## config.mk

```make
export PLATFORM = sky130hd
export DESIGN_NAME = muldiv_ctrl
export DESIGN_NICKNAME = d
export VERILOG_FILES = /design/src/rtl/muldiv_ctrl.sv
export SDC_FILE = /design/constraint.sdc
export NUM_CORES = 1
export LEC_CHECK = 0
export CAP_MARGIN = 25
export CORE_AREA = 8 8 63 65
export CTS_BUF_LIST = sky130_fd_sc_hd__clkbuf_16
export DETAILED_ROUTE_END_ITERATION = 10
export DIE_AREA = 0 0 71 73
export MAX_ROUTING_LAYER = met4
export PLACE_DENSITY = 0.49
export SYNTH_ARGS = -nofsm -noshare
export SYNTH_HDL_FRONTEND = slang
export SYNTH_SLANG_ARGS = --single-unit
export TNS_END_PERCENT = 10
```

## constraint.sdc

```tcl
create_clock -name clk -period 1.55 [get_ports clk]
set_input_delay 0.155 -clock clk [delete_from_list [all_inputs] [get_ports clk]]
set_output_delay 0.155 -clock clk [all_outputs]
set_load 0.01 [all_outputs]
```

## src/rtl/muldiv_ctrl.sv

```systemverilog
// Issue/stall controller for a multi-cycle HI/LO multiply-divide unit.
// Starts MD ops, passes MT ops through, stalls HI/LO readers and aborts hung ops.
module muldiv_ctrl #(
    parameter int TIMEOUT = 40
) (
    input  logic       clk,
    input  logic       rst,
    input  logic       id_valid,
    input  logic [4:0] id_op,
    input  logic       id_rd_hilo,
    input  logic       unit_done,
    output logic       unit_start,
    output logic [4:0] unit_op,
    output logic       busy,
    output logic       pipe_stall,
    output logic       err
);
    typedef enum logic [1:0] {
        IDLE  = 2'd0,
        RUN   = 2'd1,
        DRAIN = 2'd2
    } state_t;

    localparam logic [4:0] OP_NONE  = 5'b00000;
    localparam logic [5:0] CYC_LAST = 6'(TIMEOUT - 1);
    localparam logic [5:0] CYC_MAX  = 6'h3f;

    state_t     state;
    state_t     state_next;
    logic [4:0] op_q;
    logic [5:0] cyc;
    logic       md;
    logic       mt;
    logic       timeout;

    assign md = id_valid && (id_op inside {5'b01100, 5'b01101, 5'b01110, 5'b01111});
    assign mt = id_valid && (id_op inside {5'b01001, 5'b01011});

    always_comb begin
        // NOTE: every signal written here gets a default first so no path infers a latch.
        state_next = state;
        unit_start = 1'b0;
        unit_op    = OP_NONE;
        timeout    = 1'b0;
        case (state)
            IDLE: begin
                if (md) begin
                    unit_start = 1'b1;
                    unit_op    = id_op;
                    state_next = RUN;
                end else if (mt) begin
                    unit_op = id_op;
                end
            end
            RUN: begin
                unit_op = op_q;
                if (unit_done) begin
                    state_next = DRAIN;
                end else if (cyc == CYC_LAST) begin
                    // Abort cleanly: the unit sees a NOP and falls back to its own idle.
                    timeout    = 1'b1;
                    unit_op    = OP_NONE;
                    state_next = IDLE;
                end
            end
            DRAIN: begin
                unit_op    = op_q;
                state_next = IDLE;
            end
            default: state_next = IDLE;
        endcase
        if (rst) begin
            unit_start = 1'b0;
            unit_op    = OP_NONE;
        end
    end

    assign busy       = !rst && (state != IDLE);
    assign pipe_stall = busy && (md || mt || (id_valid && id_rd_hilo));

    always_ff @(posedge clk) begin
        // NOTE: non-blocking assignments so every register samples pre-edge values.
        if (rst) begin
            state <= IDLE;
            op_q  <= OP_NONE;
            cyc   <= '0;
            err   <= 1'b0;
        end else begin
            state <= state_next;
            if (unit_start) begin
                op_q <= id_op;
                cyc  <= '0;
            end else if (state == RUN && cyc != CYC_MAX) begin
                cyc <= cyc + 6'd1;
            end
            if (timeout) begin
                err <= 1'b1;
            end
        end
    end
endmodule

```

==> results of run 1 <==
==> layer usage <==
| metal | wire, um | track usage | vias to the layer above |
|---|---|---|---|
| met5 | 0 | - | - |
| met4 | 25 | 0.0370 | 0 |
| met3 | 140 | 0.0357 | 4 |
| met2 | 1210 | 0.191 | 21 |
| met1 | 1170 | 0.116 | 462 |
| li1 | - | - | 483 |
==> worst register-to-register path, cell delays in order (launching register included) <==
cell	delay, ns
dfxtp_2	0.33
ha_4	0.17
buf_4	0.15
and3_4	0.19
or4_1	0.49
a21oi_1	0.13
==> state kept, by name (all words and copies together) (netlist names) <==
register	flops
cyc	6
op_q	5
err	1
state	2
==> what timing repair did <==
item / 4_1_cts / 5_1_grt
setup buffers: 2 / 0
hold buffers: 0 / 0
endpoints found under the hold margin: 0 / 0
resized for setup: 53 / 4
pin swaps: 3 / 3
setup endpoints to repair: 10 / 8
==> final timing paths <==
path | from | to | slack [ns] | cells past startpoint
max | state[1]$_SDFFE_PP0P_ | unit_op[2] | -0.17 | 4
min | id_op[0] | op_q[0]$_SDFFE_PP0P_ | 0.36 | 3
max reg2reg | cyc[1]$_SDFFE_PP0P_ | cyc[5]$_SDFFE_PP0P_ | 0.02 | 5
min reg2reg | op_q[2]$_SDFFE_PP0P_ | op_q[2]$_SDFFE_PP0P_ | 0.44 | 2
==> power by group <==
part           internal, W  switching [W]
Clock             0.000337       0.000146
Sequential        0.000366     0.00000403
Combinational    0.0000638      0.0000518
==> cell type report <==
cell class | instances | area, um2
clock buffers | 3 | 75.1
fillers | 313 | 1550
inverters | 6 | 22.5
multi-input cells | 73 | 581
flip-flops and latches | 14 | 285
well taps | 33 | 41.3
repair buffers | 51 | 394
==> cells in the mapped netlist (2+ instances only) <==
cell type	instances	area, um2
nor2_1	5	18.8
o21ai_0	5	25.0
a21oi_1	7	35.0
nand4b_1	4	35.0
dfxtp_1	14	280
clkbuf_1	3	11.3
nand3_1	5	25.0
or3_1	2	12.5
and3_1	4	25.0
inv_1	6	22.5
o31ai_1	6	45.0
nand2b_1	2	12.5
buf_2	4	20.0
nand2_1	3	11.3
nor3_1	3	15.0
==> per-stage QoR <==
| step | hold slack (ns) | setup TNS [ns] | utilization | setup WS (ns) |
|---|---|---|---|---|
| 5_1_grt | 0.377 | -0.723 | 0.474 | -0.217 |
| 3_5_place_dp | 0.433 | -4.03 | 0.430 | -0.633 |
| 2_1_floorplan | 0.301 | 0 | - | 0.0870 |
| 3_3_place_gp | 0.433 | -4.08 | 0.430 | -0.613 |
| 6_report | 0.362 | -0.424 | 0.474 | -0.171 |
| 4_1_cts | 0.359 | -0.533 | 0.471 | -0.180 |
==> cells by family after synthesis <==
kind of cell	synth area share
AOI/OAI and AO/OA	0.282
muxes	0.0118
adders and majority gates	0.0148
buffers and inverters	0.0635
DFF	0.331
and+or+nand+nor	0.297
==> key figures, run 1 <==
Place
  – Placed cells: 175
  – Area after DPL: 1270 um2
  – Routability congestion estimate: 0.846
  – Port Buffer Count: 18
  – DP Wirelength: 1.97 mm

Floorplan
  – Initial Util: 0.287
  – Num ports: 19
  – DIE HEIGHT: 73 um
  – DIE WIDTH: 71 um
  – DIE AREA: 5180 um2
  – Core area: 2950 um2
  – Core Rows: 20

Worst setup path
  – CP arrival: 1.57 ns
  – Critical Path Max Stage Delay: 0.34 ns
  – Slowest-stage cell, CP: dfxtp_2
  – Largest delay share family, worst path: simple AND/OR/NAND/NOR gates
  – Buf/Inv on CP: 1
  – Critical path class: reg2out
  – Worst endpoint required time: 1.39 ns
  – Cell chain of the critical path: nand4bb_4, or3_4, a221oi_2, buf_2
  – Critical Path End Type: output pin
  – Critical Path Fanout Max: 4
  – Kind of start point of the critical path: flop

Synthesis
  – Synth warn: 0
  – Cell area after synthesis: 847 um2
  – Mean Syn Cell Area: 8.47 um2
  – Synthesized instance count: 100
  – Number of flops mapped to enable cells by yosys: 0
  – Synth Flop Type: dfxtp_1
  – Sequential area share after synthesis: 0.331
  – Yosys reg bits: 14
  – Yosys cell types: 42
  – Syn nets: 111
  – Post-synthesis async set-or-reset flop share: 0

Clock tree
  – CTS Sinks: 14
  – CTS tree: yes
  – Root buf cell: clkbuf_16
  – Reg clk slew, reported paths: 0.05 ns
  – H-tree levels: 1
  – Num CTS Buffers: 3
  – Clock Path Buffers: 2
  – Worst-Skew Late Latency: 0.24 ns

Pwr
  – PwrDens: 693 nW/um2
  – Power, Total: 0.000969 W
  – Leakage: 0.568 nW
  – VDD IR max: 504 uV

STA
  – Clock Skew: 0.00271 ns
  – Fin crit share: 1.11
  – Slack of the critical path: -0.171 ns
  – # setup viols final: 5
  – RSZ-0062 raised after global routing: yes
  – Slew HR: 0.778
  – FMAX: 581 MHz
  – Slew Viols, Final: 0
  – Final-report hold violation count: 0
  – Worst-Margin Slew: 0.332 ns
  – Fin crit period: 1.72 ns

Cells and area
  – # diodes: 0
  – Nets@finish: 160
  – Most frequent cells in the layout: 32 x buf_4, 10 x dfxtp_1, 7 x a21oi_1, 7 x buf_2
  – Share of layout cells above drive strength 1: 0.422
  – Fin cells: 180
  – Cell area after layout: 1400 um2
  – P&R area growth vs syn: 65.1%
  – Commonest non-fill, non-tap cell in the layout: buf_4

Routing
  – Wire per inst: 14.1 um
  – Vias: 970
  – Avg Vias per Cell: 5.39
  – Number of routed nets with antenna violations: 0
  – Initial DRT Pass Iterations: 4
  – Final wirelength: 2.55 mm
  – DR iter-0 viols: 53
  – DRC Markers: 0

Min path
  – Hold/Removal Path Class: in2reg

GRT
  – GRT overflow: 0
  – Total track usage: 0.110
  – First-pass GRT wire length: 4.43 mm
  – Vias in the first global route: 1026
  – Initial antenna violation count: 0
  – Largest net degree at the start of global routing: 11

Outcome
  – Failing checks: negative setup slack
  – Status: finished with violations

Flow run
  – Max-cap viol count: 0
Power figures use the tool's default switching activity.
==> inputs of run 2 (changes only) <==
--- a/config.mk
+++ b/config.mk
@@ -11,7 +11,7 @@
 export DETAILED_ROUTE_END_ITERATION = 10
 export DIE_AREA = 0 0 71 73
 export MAX_ROUTING_LAYER = met4
-export PLACE_DENSITY = 0.49
+export PLACE_DENSITY = 0.47
 export SYNTH_ARGS = -nofsm -noshare
 export SYNTH_HDL_FRONTEND = slang
 export SYNTH_SLANG_ARGS = --single-unit
==> constraint.sdc (replaced) <==
create_clock -name clk -period 2.1 [get_ports clk]
set_input_delay 0.21 -clock clk [delete_from_list [all_inputs] [get_ports clk]]
set_output_delay 0.21 -clock clk [all_outputs]
set_load 0.01 [all_outputs]
==> key figures, run 2 (synthesis gave the netlist of run 1 again) <==
Routing
  – Vias: 901 (-7.1%)
  – DRC Markers: 0 (unchanged)
  – DR iter-0 viols: 68 (+28%)
  – Final wirelength: 2.47 mm (-3.1%)
  – Wire per inst: 14.9 um (+5.7%)
  – Initial DRT Pass Iterations: 4 (unchanged)
  – Number of routed nets with antenna violations: 0 (unchanged)
  – Avg Vias per Cell: 5.46 (+1.3%)

Worst setup path
  – Worst endpoint required time: 1.89 ns (+0.50 ns)
  – Cell chain of the critical path: clkdlybuf4s50_1, or3_4, o21bai_4, o21ai_0, clkdlybuf4s50_1
  – CP arrival: 1.84 ns (+0.27 ns)
  – Buf/Inv on CP: 2 (+1)
  – Kind of start point of the critical path: input port
  – Critical Path Max Stage Delay: 0.50 ns (+0.16 ns)
  – Slowest-stage cell, CP: clkdlybuf4s50_1
  – Cell mode on critical path: clkdlybuf4s50_1
  – Critical Path Fanout Max: 4 (unchanged)
  – Critical Path End Type: output pin
  – Largest delay share family, worst path: buffers and inverters
  – Critical path class: in2out

Place
  – DP Wirelength: 1.91 mm (-3.1%)
  – Port Buffer Count: 18 (unchanged)
  – Routability congestion estimate: 0.770 (-9.0%)

STA
  – Fin Hold WS: 0.448 ns (+0.0867 ns)
  – Fin crit period: 2.05 ns
  – Slew HR: 0.730 (-0.0479)
  – Final-report hold violation count: 0 (unchanged)
  – FMAX: 487 MHz
  – Fin crit share: 0.978
  – Fin Setup TNS: 0 ns (+0.424 ns)
  – Slew Viols, Final: 0 (unchanged)
  – RSZ-0062 raised after global routing: no
  – Clock Skew: 0.00123 ns (-0.00148 ns)
  – Worst-Margin Slew: 0.404 ns (+0.0721 ns)
  – # setup viols final: 0 (-5)

Cells and area
  – P&R area growth vs syn: 47.7%
  – Final Util: 0.424 (-0.0500)
  – Largest registers: cyc (6), op_q (5), state (2)
  – # diodes: 0 (unchanged)
  – Flip-flop and latch area: 280 um2 (-1.8%)
  – Max reg flops: 6 (unchanged)
  – Commonest non-fill, non-tap cell in the layout: buf_4
  – Multi-input gate area: 526 um2 (-9.5%)
  – Nets@finish: 145 (-9.4%)
  – FILL cells: 309 (-1.3%)
  – Largest Register: cyc
  – Share of layout cells above drive strength 1: 0.212 (-0.210)
  – Most frequent cells in the layout: 18 x buf_4, 14 x dfxtp_1, 11 x clkdlybuf4s50_1, 7 x a21oi_1, 7 x dlygate4sd2_1

Pwr
  – Power, Total: 0.000706 W (-27%)
  – Leakage: 0.481 nW (-15%)
  – VDD IR max: 249 uV (-50%)
  – Share of power burned in registers: 0.387 (+0.005)
  – Combinational share of power: 0.109 (-0.010)
  – Switching power: 0.000145 W (-28%)
  – Switching share of total power: 0.205 (-0.00359)
  – PwrDens: 565 nW/um2 (-19%)
  – Int Pwr: 0.000562 W (-27%)
  – Clock power share: 0.504 (+0.005)

Min path
  – Hold/Removal Path Class: reg2reg

GRT
  – Initial antenna violation count: 0 (unchanged)
  – Vias in the first global route: 919 (-10%)
  – GRT overflow: 0 (unchanged)
  – Total track usage: 0.103 (-0.00756)
  – Largest net degree at the start of global routing: 14 (+3)
  – First-pass GRT wire length: 4.19 mm (-5.4%)

Clock tree
  – Reg clk slew, reported paths: 0.05 ns (about the same)
  – H-tree levels: 1 (unchanged)
  – Worst-Skew Late Latency: 0.24 ns (about the same)
  – CTS tree: yes
  – # hold bufs at CTS: 0 (unchanged)
  – Num CTS Buffers: 3 (unchanged)
  – Clock Path Buffers: 2 (unchanged)
  – CTS Sinks: 14 (unchanged)
  – Root buf cell: clkbuf_16

Floorplan
  – Core area: 2950 um2 (unchanged)
  – Core Rows: 20 (unchanged)
  – Initial Util: 0.287 (unchanged)
  – DIE HEIGHT: 73 um (unchanged)
  – DIE WIDTH: 71 um (unchanged)
  – Num ports: 19 (unchanged)
  – DIE AREA: 5180 um2 (unchanged)

Flow run
  – Max-cap viol count: 0 (unchanged)

Outcome
  – Status: completed
-- run 2: cell types whose count changed in the layout (fill, tap and decap cells not counted), moves of 4 or more --
cell | before | now
buf_4 | 32 | 18
buf_2 | 7 | 0
clkdlybuf4s50_1 | 4 | 11
dfxtp_1 | 10 | 14
dfxtp_2 | 4 | 0
-- run 2: final timing paths --
path	slack, ns	to	startpoint	cells past startpoint
worst max-delay path	0.05	unit_op[4]	unit_done	5
worst min-delay path	0.45	op_q[2]$_SDFFE_PP0P_	op_q[2]$_SDFFE_PP0P_	2
worst max register to register	0.43	cyc[5]$_SDFFE_PP0P_	cyc[0]$_SDFFE_PP0P_	5
worst min register to register	0.45	op_q[2]$_SDFFE_PP0P_	op_q[2]$_SDFFE_PP0P_	2
-- run 2: stage by stage --
stage | cells | area [um2] | setup slack, ns
global route | 165 | 1250 | 0.00892
finish | 165 | 1250 | 0.0461
global placement | 162 | 1170 | -0.179
floorplan | 100 | 847 | 0.595
CTS | 165 | 1250 | 0.0350
detailed placement | 162 | 1170 | -0.180
-- run 2: final cells by class --
cell class | instances | share of cell area
Tap cell | 33 | 0.0330
Multi-Input combinational cell | 73 | 0.420
Timing Repair Buffer | 36 | 0.245
Sequential cell | 14 | 0.224
Inverter | 6 | 0.0180
Clock buffer | 3 | 0.0600
-- run 2: power by group through the flow --
stage               clock [W]  combinational (W)  sequential, W
floorplan                   0          0.0000309       0.000277
finish               0.000356          0.0000771       0.000273
global route         0.000374          0.0000851       0.000274
global placement            0          0.0000775       0.000278
detailed placement          0          0.0000780       0.000278
CTS                  0.000367          0.0000767       0.000273
-- run 2: per-layer routing --
layer | track usage | up-vias | wire length [um]
li1 | - | 454 | -
met1 | 0.110 | 422 | 1150
met2 | 0.171 | 23 | 1190
met3 | 0.0316 | 2 | 108
met4 | 0.0462 | 0 | 15
met5 | - | - | 0
-- run 2: what timing repair did --
action,4_1_cts,5_1_grt
endpoints found under the setup margin,7,1
resized for setup,8,1
setup buffers,0,0
pin swaps,0,1
-- run 2: worst min-delay path, delay by kind of cell (launching register included) --
| family | cells | cell delay, ns |
|---|---|---|
| AOI/OAI and AO/OA | 1 | 0.05 |
| buffers and inverters | 1 | 0.05 |
| DFF | 1 | 0.30 |
==> inputs of run 3 (changes only) <==
--- a/config.mk
+++ b/config.mk
@@ -8,6 +8,7 @@
 export CAP_MARGIN = 25
 export CORE_AREA = 8 8 63 65
 export CTS_BUF_LIST = sky130_fd_sc_hd__clkbuf_16
+export CTS_CLUSTER_SIZE = 28
 export DETAILED_ROUTE_END_ITERATION = 10
 export DIE_AREA = 0 0 71 73
 export MAX_ROUTING_LAYER = met4
==> constraint.sdc (replaced) <==
create_clock -name clk -period 2.1 [get_ports clk]
set_input_delay 0.525 -clock clk [delete_from_list [all_inputs] [get_ports clk]]
set_output_delay 0.525 -clock clk [all_outputs]
set_load 0.01 [all_outputs]
==> key figures, run 3 (synthesis gave the netlist of run 1 again) <==
Place
  – DP Wirelength: 1.97 mm (+3.5%)
  – Placed cells: 172 (+6.2%)
  – Port Buffer Count: 18 (unchanged)
  – Pre-CTS setup slack: -0.802 ns (-0.622 ns)
  – Routability congestion estimate: 0.799 (+3.8%)

Cells and area
  – Most frequent cells in the layout: 30 x buf_4, 13 x dfxtp_1, 10 x buf_2, 7 x a21oi_1
  – Max reg flops: 6 (unchanged)
  – Flip-flop and latch area: 282 um2 (+0.45%)
  – Nets@finish: 157 (+8.3%)
  – Largest Register: cyc
  – Largest registers: cyc (6), op_q (5), state (2)
  – P&R area growth vs syn: 58.3%
  – Commonest non-fill, non-tap cell in the layout: buf_4
  – Fin cells: 178 (+7.9%)
  – # diodes: 0 (unchanged)
  – Multi-input gate area: 567 um2 (+7.9%)
  – FILL cells: 308 (-0.32%)
  – Share of layout cells above drive strength 1: 0.421 (+0.209)

GRT
  – Total track usage: 0.106 (+0.00316)
  – GRT overflow: 0 (unchanged)
  – First-pass GRT wire length: 4.26 mm (+1.8%)
  – Vias in the first global route: 949 (+3.3%)
  – Largest net degree at the start of global routing: 10 (-4)
  – Initial antenna violation count: 0 (unchanged)

Pwr
  – VDD IR max: 399 uV (+60%)
  – Leakage: 0.550 nW (+14%)
  – PwrDens: 539 nW/um2 (-4.5%)

Outcome
  – Status: completed

Worst setup path
  – Critical path class: in2out
  – Slowest-stage cell, CP: and4bb_4
  – Kind of start point of the critical path: input port
  – Cell chain of the critical path: buf_6, buf_4, and4bb_4, a32oi_1, o32ai_2, buf_2
  – Largest delay share family, worst path: buffers and inverters
  – CP arrival: 1.55 ns (-0.29 ns)
  – Worst endpoint required time: 1.57 ns (-0.32 ns)
  – Worst r2r path cells: 5 (unchanged)
  – Buf/Inv on CP: 3 (+1)
  – Critical Path Fanout Max: 5 (+1)
  – Critical Path End Type: output pin
  – Critical Path Max Stage Delay: 0.34 ns (-0.16 ns)
  – Crit path depth: 6 (+1)

STA
  – RSZ-0062 raised after global routing: yes
  – Clock Skew: 0.00114 ns (-0.0000918 ns)
  – Slack of the critical path: 0.0208 ns (-0.0253 ns)
  – Worst-Margin Slew: 0.365 ns (-0.0396 ns)
  – FMAX: 481 MHz (-1.2%)
  – Fin crit period: 2.08 ns (+0.0253 ns)
  – # setup viols final: 0 (unchanged)
  – Slew HR: 0.751 (+0.0205)
  – Final-report hold violation count: 0 (unchanged)
  – Fin crit share: 0.990 (+0.0121)
  – Slew Viols, Final: 0 (unchanged)

Routing
  – DR iter-0 viols: 42 (-38%)
  – Vias: 940 (+4.3%)
  – Initial DRT Pass Iterations: 4 (unchanged)
  – Avg Vias per Cell: 5.28 (-3.3%)
  – Number of routed nets with antenna violations: 0 (unchanged)
  – Final wirelength: 2.49 mm (+0.89%)
  – DRC Markers: 0 (unchanged)
  – Wire per inst: 14.0 um (-6.5%)

Min path
  – WHS Path Cells: 2 (unchanged)
  – Hold/Removal Path Class: reg2reg

Floorplan
  – DIE HEIGHT: 73 um (unchanged)
  – Core area: 2950 um2 (unchanged)
  – DIE AREA: 5180 um2 (unchanged)
  – DIE WIDTH: 71 um (unchanged)
  – Num ports: 19 (unchanged)
  – Initial Util: 0.287 (unchanged)
  – Core Rows: 20 (unchanged)

Clock tree
  – CTS tree: yes
  – Num CTS Buffers: 3 (unchanged)
  – Clock Path Buffers: 2 (unchanged)
  – Root buf cell: clkbuf_16
  – Reg clk slew, reported paths: 0.05 ns (about the same)
  – H-tree levels: 1 (unchanged)
  – Worst-Skew Late Latency: 0.24 ns (about the same)
  – CTS Sinks: 14 (unchanged)
  – # hold bufs at CTS: 0 (unchanged)

Flow run
  – Max-cap viol count: 0 (unchanged)
run 3: final timing paths:
kind / start / slack [ns] / endpoint
min reg2reg: op_q[2]$_SDFFE_PP0P_ / 0.44 / op_q[2]$_SDFFE_PP0P_
min: op_q[2]$_SDFFE_PP0P_ / 0.44 / op_q[2]$_SDFFE_PP0P_
max reg2reg: cyc[0]$_SDFFE_PP0P_ / 0.44 / cyc[5]$_SDFFE_PP0P_
max: id_op[4] / 0.02 / unit_op[1]
run 3: tightest hold or removal path: cells and delay by family (launching register included):
| kind | cells | cell delay [ns] |
|---|---|---|
| compound gates | 1 | 0.05 |
| buf+inv | 1 | 0.05 |
| flops | 1 | 0.30 |
run 3: area by class of cell:
type                    instances  share of cell area
clock buffers                   3              0.0560
repair buffers                 48               0.261
multi-input cells              73               0.423
flip-flops and latches         14               0.210
well taps                      33              0.0308
inverters                       6              0.0168
clock inverters                 1             0.00280
run 3: stage by stage:
| step | hold slack (ns) | TNS, ns | power (W) | cell area (um2) | util |
|---|---|---|---|---|---|
| after global routing | 0.452 | -0.176 | 0.000760 | 1340 | 0.454 |
| after detailed placement | 0.437 | -5.52 | 0.000363 | 1250 | 0.422 |
| after CTS | 0.443 | -0.226 | 0.000734 | 1340 | 0.453 |
| after global placement | 0.440 | -5.57 | 0.000362 | 1250 | 0.422 |
| final | 0.444 | 0 | 0.000723 | 1340 | 0.454 |
| after floorplan | 0.422 | 0 | 0.000308 | 847 | - |
run 3: timing repair:
item / in CTS / in global routing
setup buffers: 2 / 0
gates resized for setup: 65 / 4
pin swaps: 10 / 4
setup endpoints to repair: 8 / 6
run 3: per-layer routing:
layer,vias to the layer above,part of all wire,GRT usage
met4,0,0.014,0.0416
met1,442,0.49,0.124
met2,14,0.48,0.174
li1,480,-,-
met5,-,0,-
met3,4,0.019,0.0206
run 3: where the power goes:
part,leakage (nW),total [W],internal [W],switching (W)
Sequential,0.114,0.000272,0.000270,0.00000271
Clock,0.0385,0.000364,0.000252,0.000112
Combinational,0.398,0.0000867,0.0000479,0.0000389
